<file path="src/rtl/fir_pkg.sv">
// Shared FIR datapath types: default sizes, sample/window typedefs and the
// tap-buffer control state encoding.
package fir_pkg;

  localparam int DATA_WIDTH = 16;
  localparam int NUM_TAPS   = 8;
  localparam int NUM_CH     = 2;
  localparam int DECIM_W    = 4;

  typedef logic [DATA_WIDTH-1:0] sample_t;
  // Index 0 is the newest sample, NUM_TAPS-1 the oldest.
  typedef sample_t   [NUM_TAPS-1:0] chan_win_t;
  typedef chan_win_t [NUM_CH-1:0]   window_t;

  typedef enum logic {
    FILLING   = 1'b0,
    STREAMING = 1'b1
  } ctrl_state_t;

endpackage

</file>
<file path="src/rtl/tap_decim_ctrl.sv">
// Fill/decimation control for the tap window buffer: counts valid taps,
// tracks the decimation phase once full and flags accepts that emit a window.
module tap_decim_ctrl #(
  parameter int NUM_TAPS = 8,
  parameter int DECIM_W  = 4,
  parameter int CNT_W    = $clog2(NUM_TAPS + 1)
) (
  input  logic               clk,
  input  logic               rst,
  input  logic               flush,
  input  logic               accept,
  input  logic [DECIM_W-1:0] decim,
  output logic [CNT_W-1:0]   fill_count,
  output logic               emit
);
  import fir_pkg::*;

  ctrl_state_t        state;
  logic [DECIM_W-1:0] phase;
  logic [DECIM_W-1:0] eff;
  logic [DECIM_W:0]   phase_next;
  logic               last_fill;

  // Decide whether the current accept completes a window.
  // NOTE: every signal assigned in always_comb gets a default first, so no
  // path can leave it unassigned and infer a latch.
  always_comb begin
    eff        = (decim == '0) ? DECIM_W'(1) : decim;
    phase_next = {1'b0, phase} + 1'b1;
    last_fill  = (fill_count == CNT_W'(NUM_TAPS - 1));
    emit       = 1'b0;
    if (accept) begin
      if (state == FILLING) emit = last_fill;
      // ">=" also catches a phase left beyond a freshly lowered decim.
      else                  emit = (phase_next >= {1'b0, eff});
    end
  end

  // Fill counter, phase counter and FILLING/STREAMING state.
  // NOTE: sequential state uses non-blocking assignments so every register
  // samples the pre-edge values, independent of statement order.
  always_ff @(posedge clk) begin
    if (rst || flush) begin
      state      <= FILLING;
      fill_count <= '0;
      phase      <= '0;
    end else if (accept) begin
      if (state == FILLING) begin
        fill_count <= fill_count + 1'b1;
        phase      <= '0;
        if (last_fill) state <= STREAMING;
      end else begin
        phase <= emit ? '0 : phase_next[DECIM_W-1:0];
      end
    end
  end

endmodule

</file>
<file path="src/rtl/tap_window_buffer.sv">
// Multi-channel tap delay line presenting the last NUM_TAPS samples of each
// channel as a parallel window, with valid/ready handshakes on both sides,
// fill tracking, runtime decimation and synchronous flush.
module tap_window_buffer #(
  parameter int DATA_WIDTH = fir_pkg::DATA_WIDTH,
  parameter int NUM_TAPS   = fir_pkg::NUM_TAPS,
  parameter int NUM_CH     = fir_pkg::NUM_CH,
  parameter int DECIM_W    = fir_pkg::DECIM_W,
  parameter int CNT_W      = $clog2(NUM_TAPS + 1)
) (
  input  logic                                 clk,
  input  logic                                 rst,
  input  logic                                 in_valid,
  output logic                                 in_ready,
  input  logic [NUM_CH*DATA_WIDTH-1:0]         in_data,
  input  logic [DECIM_W-1:0]                   decim,
  input  logic                                 flush,
  output logic                                 win_valid,
  input  logic                                 win_ready,
  output logic [NUM_CH*NUM_TAPS*DATA_WIDTH-1:0] win_data,
  output logic [CNT_W-1:0]                     fill_count
);
  import fir_pkg::*;

  // taps[c][k]: channel c, tap k (0 = newest). Packed so the flat port
  // layout is element (c*NUM_TAPS + k) of DATA_WIDTH bits.
  logic [NUM_CH-1:0][NUM_TAPS-1:0][DATA_WIDTH-1:0] taps;
  logic [NUM_CH-1:0][DATA_WIDTH-1:0]               in_samples;
  logic                                            accept;
  logic                                            emit;

  assign in_samples = in_data;
  // Combinational from win_ready: a taken window frees the taps this cycle.
  assign in_ready   = !flush && (!win_valid || win_ready);
  assign accept     = in_valid && in_ready;
  assign win_data   = taps;

  tap_decim_ctrl #(
    .NUM_TAPS (NUM_TAPS),
    .DECIM_W  (DECIM_W),
    .CNT_W    (CNT_W)
  ) u_ctrl (
    .clk        (clk),
    .rst        (rst),
    .flush      (flush),
    .accept     (accept),
    .decim      (decim),
    .fill_count (fill_count),
    .emit       (emit)
  );

  // Shift every channel by one tap on each accepted sample set.
  // NOTE: the tap array is reset because a flushed or reset window must read
  // as zeros; that costs a reset on every tap flop, which is intended here.
  always_ff @(posedge clk) begin
    if (rst || flush) begin
      taps <= '0;
    end else if (accept) begin
      for (int c = 0; c < NUM_CH; c++) begin
        taps[c] <= {taps[c][NUM_TAPS-2:0], in_samples[c]};
      end
    end
  end

  // Window valid: set by an emitting accept, cleared by a take without emit.
  always_ff @(posedge clk) begin
    if (rst || flush)   win_valid <= 1'b0;
    else if (emit)      win_valid <= 1'b1;
    else if (win_ready) win_valid <= 1'b0;
  end

endmodule

</file>
<file path="config.mk">
export PLATFORM = sky130hd
export DESIGN_NAME = tap_window_buffer
export DESIGN_NICKNAME = d
export VERILOG_FILES = /design/src/rtl/fir_pkg.sv /design/src/rtl/tap_decim_ctrl.sv /design/src/rtl/tap_window_buffer.sv
export SDC_FILE = /design/constraint.sdc
export NUM_CORES = 1
export LEC_CHECK = 0
export BUFFER_PORTS_ARGS = -buffer_cell sky130_fd_sc_hd__buf_2
export CORE_MARGIN = 10
export CORE_UTILIZATION = 30
export CTS_CLUSTER_SIZE = 30
export DETAILED_ROUTE_END_ITERATION = 10
export PLACE_DENSITY = 0.49
export RECOVER_POWER = 25
export SETUP_SLACK_MARGIN = 0.5
export SLEW_MARGIN = 10
export SYNTH_ARGS = -nofsm -noshare
export SYNTH_HDL_FRONTEND = slang
export SYNTH_SLANG_ARGS = --single-unit
</file>
<file path="constraint.sdc">
create_clock -name clk -period 2.19 [get_ports clk]
set_input_delay 0.219 -clock clk [delete_from_list [all_inputs] [get_ports clk]]
set_output_delay 0.219 -clock clk [all_outputs]
set_load 0.01 [all_outputs]
</file>
==> flow_summary.ini <==
[clocking]
clk_path_buf_depth = 3
cts_tree = built
cts_buffers = 30
h-tree-depth = 1
numClockSinks = 266
cts-root-buf = clkbuf_16
clk-insertion-delay-late_ps = 540
clkTransAtPathRegs_ps = 50

[routing]
remaining_drc_errors = 0
post_drt_wl_per_cell_um = 16.95
ant_nets = 0
via_per_inst = 4.537
drt_iter0_markers = 543
dr.pass1.iters = 5
wl_um = 32340
vias = 8657

[setup_path]
r2r_slack_ps = 420
ff2ff_path_depth = 8
crit_path_end_kind = register
reg2reg_to = u_ctrl.phase[3]
worst-path-buf-inv = 1
crit_slowest_cell = dfxtp_4
path_cells = nand3_4 > xor2_2 > inv_1 > ha_2 > nand2b_4 > a2111oi_4 > nor2_2 > o41ai_1
crit_family = compound AO/OA/AOI/OAI gates
path_max_fanout = 4
cp.arrival_ps = 2210
reg2reg_from = u_ctrl.phase[1]
critPathMaxStageDelay_ps = 380
required_ps = 2630
worst_setup_path_start_kind = register
path_class = register to register

[final_layout]
drive_gt1_share_pct = 17.39
num_antenna_cells = 0
nNetsFinal = 1539
final_cells = 1908
syn_to_final_growth_pct = 34.02
utilization_pct = 40.92
finalInstanceArea_um2 = 12580

[synthesis]
synth_cell_type_count = 30
syn_area_um2 = 9389
synthAdderAreaFrac_pct = 0.7996
synth_top_family_by_area = simple AND/OR/NAND/NOR gates
postSynth.asyncResetShare_pct = 0
synth_compound_area_share_pct = 14.77
syn_inst = 1182
yosys.area_share.simple_pct = 22.44
synthMuxAreaShare_pct = 0.1066
synth_xor_area_share_pct = 0.4664
synth-edff-count = 0
synth.avg_cell_area_um2 = 7.943
synth_flop_cell = dfxtp_1
ys_seq_area_share_pct = 56.72
ys_warn_count = 0
syn_nets = 1229
synth-seq-cells = 266

[sta]
rsz0062_at_grt = true
fin_tns_setup_ps = 0
setup_violations = 0
skew_ps = 8.073
slew-limit-headroom_pct = 53.87
finalHoldViolCount = 0
worst_slew_pin_slew_ps = 691.2
fmax_mhz = 565.3
period_minus_slack_ps = 1769
fin_crit_sh_pct = 80.78
slew_viol_final = 0

[worst_hold_path]
holdPathEnd = win_valid
hold-path-cell-count = 3
min_from = rst
min_path_type = primary input to register

[floorplan]
die-area_um2 = 38770
ios = 303
placementRows = 64
fp.coreArea_um2 = 30750
fp.dieH_um = 196.9
initial_core_util_pct = 30.53
die_x_um = 196.9

[pwr]
cellLeakagePower_nw = 4.542
peakVddDrop_mv = 0.5245
p_per_area_nw_per_um2 = 806.9
finalPower_mw = 10.15

[grt]
antenna_found_initial = 0
overflow = 0
grt_pass1_vias = 8304
grt_max_degree = 114
grt_pass1_wl_um = 49780
gr-usage-all-layers_pct = 15.68

[place]
portBuffers = 302
postPlaceCellArea_um2 = 11300
routabilityCongestion = 0.7587
hpwl_um = 21980
dp_cells = 1810

[run_status]
status = finished, final reports clean

[run]
maxCapViolCount = 0
-- cells by family after synthesis --
group,count (synthesis)
XOR/XNOR,5
adder cells (fa/ha/maj),6
AO/OA/AOI/OAI,267
AND/OR/NAND/NOR,545
multiplexers,1
flip-flops,266
buffers and inverters,92
-- layout by cell type, fill, tap and decap left out, types with 2 or more instances in the layout --
master,instances
a21oi_1,258
buf_12,11
buf_2,170
buf_4,16
clkbuf_1,145
clkbuf_16,32
clkbuf_8,7
dfxtp_1,262
dfxtp_4,3
dlygate4sd3_1,32
ha_1,2
ha_4,3
inv_1,5
nand2_1,516
nand2b_4,4
nand3_1,5
nor2_1,8
nor2_2,3
nor4b_1,2
o21a_1,2
o41ai_1,2
xnor2_1,3
-- through the flow --
step                      hold slack (ps)  setup slack (ps)
after CTS                           33.23             417.6
after floorplan                     355.0             486.6
final                               59.38             421.0
after global routing                42.60             287.6
after global placement              440.1             218.1
after detailed placement            443.9             181.2
-- flip-flops by register name, indices dropped and copies added, names as in the netlist --
name,flops
u_ctrl.state,1
win_data,256
u_ctrl.phase,4
u_ctrl.fill_count,4
win_valid,1
-- where the power goes --
group	switching, mW	leakage, nW	internal (mW)	total (mW)
clock network	1.89	0.462	2.93	4.83
registers	0.0135	2.15	4.85	4.87
logic	0.309	1.93	0.154	0.463
-- worst min-delay path, stage by stage --
cell	delay (ps)
buf_2	90
nor2_1	100
o221a_2	140
-- worst max-delay path by stage --
stage / from / end / slack (ps) / cells after the start
6_report: u_ctrl.phase[1] / u_ctrl.phase[3] / 420 / 8
2_1_floorplan: u_ctrl.phase[0] / u_ctrl.phase[1] / 490 / 7
3_3_place_gp: flush / win_data[142] / 220 / 6
4_1_cts: u_ctrl.phase[1] / u_ctrl.phase[1] / 420 / 8
5_1_grt: u_ctrl.phase[1] / u_ctrl.phase[1] / 290 / 8
3_5_place_dp: flush / win_data[196] / 180 / 6
-- per-layer routing --
| metal | global-route usage, % | wire length [um] |
|---|---|---|
| met2 | 24.06 | 14240 |
| met1 | 20.75 | 14960 |
| met5 | 0 | 0 |
| met4 | 3.703 | 605 |
| met3 | 5.366 | 2532 |
-- area by class of cell --
| class | count | area [um2] |
|---|---|---|
| clock buffers | 51 | 920.9 |
| clock inverters | 1 | 30.03 |
| fillers | 3264 | 18170 |
| inverters | 5 | 18.77 |
| multi-input cells | 826 | 3737 |
| flip-flops and latches | 266 | 5338 |
| well taps | 396 | 495.5 |
| repair buffers | 363 | 2043 |
-- cells in the mapped netlist (2+ instances only) --
library cell	n	area share, %
nand2_1	516	21
dfxtp_1	266	57
a21oi_1	258	14
buf_2	50	2.7
clkbuf_1	23	0.92
buf_4	9	0.72
nor2_1	9	0.36
ha_1	6	0.80
nand3_1	6	0.32
buf_1	5	0.20
inv_1	5	0.20
nand2b_1	3	0.20
o41ai_1	3	0.28
xnor2_1	3	0.28
nor2b_1	2	0.13
nor4b_1	2	0.19
o21a_1	2	0.16
xor2_1	2	0.19
-- repair_timing --
| item | 4_1_cts | 5_1_grt |
|---|---|---|
| cloned | 1 | 2 |
| pin swaps | 2 | 1 |
| setup endpoints to repair | 239 | 19 |
| endpoints found under the hold margin | 32 | 0 |
| hold buffers | 32 | 0 |
| resized for setup | 7 | 2 |
| setup buffers | 8 | 3 |
No activity file was read; power rests on OpenSTA's default activity.
